--- src/rtl/chip8_mem_arbiter.sv ---
// Shares the CHIP-8 memory port: loader first, CPU and sprite round-robin, with bounded locked sprite bursts.
// Grants are combinational from registered state; read data returns one cycle after the grant.
module chip8_mem_arbiter #(
  parameter int ADDR_W    = 12,
  parameter int DATA_W    = 8,
  parameter int MAX_BURST = 16
) (
  input  logic              clk,
  input  logic              reset,
  input  logic              ld_req,
  input  logic [ADDR_W-1:0] ld_addr,
  input  logic [DATA_W-1:0] ld_wdata,
  output logic              ld_gnt,
  input  logic              cpu_req,
  input  logic [ADDR_W-1:0] cpu_addr,
  output logic              cpu_gnt,
  output logic              cpu_rvalid,
  input  logic              spr_req,
  input  logic              spr_lock,
  input  logic [ADDR_W-1:0] spr_addr,
  output logic              spr_gnt,
  output logic              spr_rvalid,
  output logic [DATA_W-1:0] rdata,
  output logic              mem_en,
  output logic              mem_we,
  output logic [ADDR_W-1:0] mem_addr,
  output logic [DATA_W-1:0] mem_wdata,
  input  logic [DATA_W-1:0] mem_rdata,
  output logic              busy
);

  localparam logic [7:0] MAX_CNT = 8'(MAX_BURST);

  typedef enum logic {FAV_CPU, FAV_SPR} rr_t;

  rr_t        rr_ptr;
  logic [7:0] burst_cnt;
  logic       lock_q;
  logic       cpu_rv_q;
  logic       spr_rv_q;
  logic       lock_active;

  // A saturated burst only yields when the CPU is actually waiting.
  assign lock_active = lock_q && !((burst_cnt == MAX_CNT) && cpu_req);

  always_comb begin
    ld_gnt  = 1'b0;
    cpu_gnt = 1'b0;
    spr_gnt = 1'b0;
    if (!reset) begin
      if (ld_req) begin
        ld_gnt = 1'b1;
      end else if (spr_req && lock_active) begin
        spr_gnt = 1'b1;
      end else if (cpu_req && spr_req) begin
        if (rr_ptr == FAV_CPU) cpu_gnt = 1'b1;
        else                   spr_gnt = 1'b1;
      end else if (cpu_req) begin
        cpu_gnt = 1'b1;
      end else if (spr_req) begin
        spr_gnt = 1'b1;
      end
    end
  end

  always_ff @(posedge clk) begin
    if (reset) begin
      rr_ptr    <= FAV_CPU;
      burst_cnt <= 8'd0;
      lock_q    <= 1'b0;
      cpu_rv_q  <= 1'b0;
      spr_rv_q  <= 1'b0;
    end else begin
      cpu_rv_q <= cpu_gnt;
      spr_rv_q <= spr_gnt;
      if (cpu_gnt) begin
        rr_ptr    <= FAV_SPR;
        burst_cnt <= 8'd0;
        lock_q    <= 1'b0;
      end else if (spr_gnt) begin
        rr_ptr <= FAV_CPU;
        if (spr_lock) begin
          lock_q <= 1'b1;
          if (burst_cnt != MAX_CNT) burst_cnt <= burst_cnt + 8'd1;
        end else begin
          lock_q    <= 1'b0;
          burst_cnt <= 8'd0;
        end
      end else if (!ld_gnt) begin
        // Idle cycle ends any burst; loader cycles leave lock state intact.
        lock_q    <= 1'b0;
        burst_cnt <= 8'd0;
      end
    end
  end

  always_comb begin
    mem_addr  = '0;
    mem_wdata = '0;
    if (ld_gnt) begin
      mem_addr  = ld_addr;
      mem_wdata = ld_wdata;
    end else if (cpu_gnt) begin
      mem_addr = cpu_addr;
    end else if (spr_gnt) begin
      mem_addr = spr_addr;
    end
  end

  // Masking with reset drops a read whose grant landed just before reset.
  assign cpu_rvalid = cpu_rv_q && !reset;
  assign spr_rvalid = spr_rv_q && !reset;
  assign mem_en     = ld_gnt || cpu_gnt || spr_gnt;
  assign mem_we     = ld_gnt;
  assign rdata      = mem_rdata;
  assign busy       = mem_en || cpu_rvalid || spr_rvalid;

endmodule

--- config.mk ---
export PLATFORM = sky130hd
export DESIGN_NAME = chip8_mem_arbiter
export DESIGN_NICKNAME = d
export VERILOG_FILES = /design/src/rtl/chip8_mem_arbiter.sv
export SDC_FILE = /design/constraint.sdc
export NUM_CORES = 1
export LEC_CHECK = 0
export CORE_ASPECT_RATIO = 0.8
export CORE_MARGIN = 4
export CORE_UTILIZATION = 31
export CTS_BUF_LIST = sky130_fd_sc_hd__clkbuf_4
export DETAILED_ROUTE_END_ITERATION = 10
export GPL_TIMING_DRIVEN = 0
export PLACE_DENSITY = 0.82
export SETUP_SLACK_MARGIN = 0.02
export SYNTH_ARGS = -nofsm -noshare
export SYNTH_HDL_FRONTEND = slang
export SYNTH_SLANG_ARGS = --single-unit
--- constraint.sdc ---
create_clock -name clk -period 2.7 [get_ports clk]
set_input_delay 0.405 -clock clk [delete_from_list [all_inputs] [get_ports clk]]
set_output_delay 0.405 -clock clk [all_outputs]
set_load 0.01 [all_outputs]
======== Yosys cells after proc, flatten, opt, wreduce, memory -nomap -nowiden ========
Index checks and enable logic that the tools add are counted.
storage, ports and cells
  flip-flop bits (word level) ............. 12
  input port bits ......................... 58
  output and inout port bits .............. 36
  logic and storage cells ................. 53
operators by class
  $add $sub $neg .......................... 1
  equality and inequality tests ........... 4
  muxes and demuxes ....................... 28
  reduce and logical (&&, ||, !) cells .... 15
operator list
  operator                                       count
  2-to-1 mux 8 bit                               5
  2-to-1 mux 12 bit                              3
  2-to-1 mux 1 bit                               20
  adder 8 x 1 -> 8 bit, second input constant    1
  == test 8 x 5 -> 1 bit, second input constant  1
  != test 8 x 5 -> 1 bit, second input constant  1
  logical AND 1 bit                              6
  logical OR 1 bit                               4
  != test 3 x 2 -> 1 bit, second input constant  1
  logical NOT 1 bit                              2
  != test 2 x 1 -> 1 bit, second input constant  1
  AND reduction 2 bit                            1
  nonzero test 2 bit                             1
  OR reduction 2 bit                             1

======== Depth between registers and ports, before layout ========
  word-level depth ........................ 12
  depth in mapped cells ................... 7
  mapped depth without buffers ............ 6

======== Worst setup path before layout ========
Ideal clock, no wire load.
  kind .................................... register to output
  start ................................... register burst_cnt[0]
  end ..................................... output busy
  arrival time ............................ 1.670 ns
  data required time ...................... 2.295 ns
  path slack .............................. 0.625 ns
  cell stages (with the launch flop) ...... 7
  path buffers ............................ 0
  cell sequence ........................... dfxtp_1 > inv_1 > ha_1 > nor4b_4 > a21boi_2 > a21oi_2 > or4_1
on the way
  cells in the longest elaborated chain, start to end .. 12
  elaborated cells on any way between the ends .. 15
  those cells by class .................... eq/ne (1); mux (6); reduce/logical (8)
RTL lines
  what                               line  text
  start: declaration                 37    logic [7:0] burst_cnt;
  start signal: assignment           84    if (burst_cnt != MAX_CNT) burst_cnt <= burst_cnt + 8'd1;
  == test 8 x 5 -> 1 bit (*)         44    assign lock_active = lock_q && !((burst_cnt == MAX_CNT) && cpu_req);
  logical AND 1 bit (*)              44
  logical NOT 1 bit (*)              44
  logical AND 1 bit (*)              44
  logical AND 1 bit (*)              53    end else if (spr_req && lock_active) begin
  2-to-1 mux 1 bit                   53
  2-to-1 mux 1 bit                   51    if (ld_req) begin
  2-to-1 mux 1 bit                   50    if (!reset) begin
  logical OR 1 bit                   113   assign mem_en = ld_gnt || cpu_gnt || spr_gnt;
  logical OR 1 bit (*)               113
  logical OR 1 bit (*) (2 in a row)  116   assign busy = mem_en || cpu_rvalid || spr_rvalid;
  end: declaration                   29    output logic busy
Every way passes the cells marked *; elsewhere a longest branch is shown, timed or not.

======== Final worst setup path ========
  start ................................... register burst_cnt[0]
  end ..................................... output cpu_gnt
on the way
  cells in the longest elaborated chain, start to end .. 8
RTL lines
  what                    line  text
  == test 8 x 5 -> 1 bit  44
  logical AND 1 bit       44
  logical NOT 1 bit       44
  logical AND 1 bit       44
  logical AND 1 bit       53
  2-to-1 mux 1 bit        53
  2-to-1 mux 1 bit        51
  2-to-1 mux 1 bit        50
  end: declaration        16    output logic cpu_gnt,
No other way between the ends.

==> flow_metrics.py <==
metrics = {
    "grt": {
        "overflow": 0,
        "grt_pass1_wl_um": 5460,
        "grt_max_degree": 12,
        "antenna_found_initial": 0,
        "grt_pass1_vias": 1264,
        "track_usage_pct": 16.0,
    },
    "timing": {
        "setup_viol": 0,
        "worst_slack_ns": 0.131,
        "period_share_pct": 95.2,
        "finalHoldViolCount": 0,
        "finClkSkew_ns": 0.00675,
        "slew_viol_final": 0,
        "setup_tns_ns": 0,
        "worst_slew_pin_slew_ns": 0.491,
        "fin_crit_ns": 2.57,
        "rsz0062_at_grt": "true",
        "slew-limit-headroom_pct": 66.9,
        "max_freq_mhz": 389,
    },
    "power": {
        "power_density_nw_per_um2": 258,
        "vdd_drop_max_mv": 0.181,
        "power_leakage_nw": 0.841,
    },
    "placed_design": {
        "io_buffers": 85,
        "placed_area_um2": 1900,
        "dp_hpwl_um": 3010,
        "gp_congestion": 0.848,
        "pre_cts_ws_ns": -0.382,
    },
    "drt": {
        "finalWirelength_um": 3710,
        "drc": 0,
        "vias_per_cell": 5.18,
        "drtPass1Iterations": 4,
        "vias": 1322,
        "ant_nets": 0,
        "wl_per_cell_um": 14.6,
        "drt_iter0_markers": 73,
    },
    "yosys": {
        "synth_edf_count": 0,
        "synth-compound-area-share_pct": 30.9,
        "synth.cell_area_um2": 1000,
        "netlist-cell-type-count": 35,
        "synth-simple-area-share_pct": 31.8,
        "synth-seq-cells": 12,
        "muxShareOfSynthArea_pct": 0,
        "seq_area_frac_synth_pct": 24.0,
        "yosysWarningCount": 0,
        "synth_top_family_by_area": "simple AND/OR/NAND/NOR gates",
        "synth_xor_area_share_pct": 0,
        "synth-main-ff-cell": "dfxtp_1",
        "synthAdderAreaFrac_pct": 2.50,
        "synthCells": 124,
        "syn_area_per_cell_um2": 8.06,
        "syn_nets": 184,
        "ys_async_sr_fraction_pct": 0,
    },
    "clock_tree": {
        "clk_latency_ns": 0.27,
        "clockBufferDepth": 2,
        "cts.sinks": 12,
        "cts-htree-levels": 1,
        "cts_tree": "done",
        "cts-root-buf": "clkbuf_4",
        "cts_buffers": 3,
        "ctsHoldBuffers": 0,
        "clkTransAtPathRegs_ns": 0.07,
    },
    "layout": {
        "utilization_pct": 63.0,
        "final_common_cell": "clkdlybuf4s50_1",
        "fin_area_um2": 1940,
        "final_cell_mix": "clkdlybuf4s50_1 (69), and2_1 (21), buf_4 (14)",
        "nets": 277,
        "area_delta_synth_final_pct": 94.4,
        "n_antenna_cell": 0,
        "fillCellCount": 248,
        "drive_gt1_share_pct": 20.0,
    },
    "worst_setup_path": {
        "critical_path.max_fanout": 10,
        "critPathRequiredTime_ns": 2.30,
        "reg2reg_from": "burst_cnt[0]",
        "r2r_slack_ns": 0.86,
        "r2r-end": "burst_cnt[5]",
        "start_kind": "register",
        "worstPathArrival_ns": 2.16,
        "worstSetupPathType": "reg -> out",
        "critPathCaptureType": "output port",
        "r2r_cells": 7,
    },
    "hold_path": {
        "hold_path_class": "reg -> reg",
        "hold_depth": 2,
        "min_from": "lock_q",
        "whs_endpoint": "lock_q",
    },
    "floorplanning": {
        "floorplan.die_area_um2": 4200,
        "die_w_um": 71.5,
        "ios": 94,
        "chipHeight_um": 58.8,
        "initial_core_util_pct": 32.4,
        "num_rows": 18,
        "core_area_um2": 3090,
    },
    "run": {
        "drv_cap": 0,
    },
    "outcome": {
        "outcome": "finished, final reports clean",
    },
}
-- Yosys cell counts (all sizes together) (2+ instances only) --
master / count / area [µm²]
a221o: 12 / 120
buf: 11 / 77.6
nor2b: 2 / 12.5
ha: 2 / 25.0
a21oi: 3 / 18.8
o21ba: 2 / 20.0
a32oi: 3 / 26.3
o21ai: 8 / 40.0
clkbuf: 3 / 11.3
nand3: 4 / 20.0
and2: 21 / 131
nand2: 13 / 48.8
dfxtp: 12 / 240
inv: 5 / 18.8
a31oi: 2 / 12.5
nor3: 4 / 20.0
-- stage by stage --
stage	hold WS, ns	std cells	total power [mW]
floorplan	0.431	124	0.262
global placement	0.446	249	0.400
detailed placement	0.459	249	0.404
CTS	0.475	254	0.510
global route	0.494	255	0.530
finish	0.471	255	0.501
-- routing by layer --
metal	up-vias	share of wire [%]	routed length, µm	global-route usage, %
li1	638	-	-	-
met1	608	38	1420	18.0
met2	70	51	1890	27.9
met3	6	9.2	340	6.48
met4	0	1.5	54	5.36
met5	-	0	0	0
-- sequential cells by signal (all words and copies together), names as in the netlist --
| register | count |
|---|---|
| burst_cnt | 8 |
| cpu_rv_q | 1 |
| lock_q | 1 |
| rr_ptr | 1 |
| spr_rv_q | 1 |
-- cells by family after synthesis --
family                   after synthesis
AO/OA/AOI/OAI                         38
adder cells (fa/ha/maj)                2
buffers and inverters                 19
flip-flops                            12
AND/OR/NAND/NOR                       53
-- final cells by class --
| class | count | area, µm² | share of cell area (%) |
|---|---|---|---|
| inverters | 5 | 18.8 | 0.966 |
| flip-flops and latches | 12 | 243 | 12.5 |
| clock buffers | 3 | 22.5 | 1.16 |
| multi-input cells | 93 | 673 | 34.6 |
| repair buffers | 88 | 827 | 42.6 |
| plain buffers | 14 | 109 | 5.60 |
| well taps | 40 | 50.0 | 2.58 |
-- worst max path at each step --
stage | to | cells past startpoint | startpoint | slack (ns)
final | cpu_gnt | 7 | burst_cnt[0] | 0.13
after global routing | cpu_gnt | 7 | burst_cnt[0] | 0.01
after CTS | mem_addr[1] | 7 | burst_cnt[0] | 0.02
after detailed placement | mem_wdata[6] | 8 | reset | -0.38
after global placement | mem_wdata[2] | 8 | reset | -0.29
after floorplan | busy | 6 | burst_cnt[0] | 0.62
-- repair_timing --
item,CTS,global route
resized for setup,30,20
pin swaps,2,3
endpoints found under the setup margin,26,16
buffers inserted,2,1
-- power breakdown --
group,leakage [nW],internal [mW],switching (mW),total [mW]
combinational,0.729,0.138,0.0730,0.211
clock,0.0138,0.0516,0.0560,0.108
sequential,0.0982,0.180,0.00178,0.182
total,0.841,0.370,0.131,0.501
-- critical path, stage by stage, from the launching register on --
cell	delay, ns
dfxtp_2	0.34
inv_1	0.08
ha_1	0.16
nor4b_4	0.26
a21boi_4	0.13
a21oi_4	0.19
buf_4	0.19
clkdlybuf4s50_1	0.55
No activity file was read; power rests on OpenSTA's default activity.
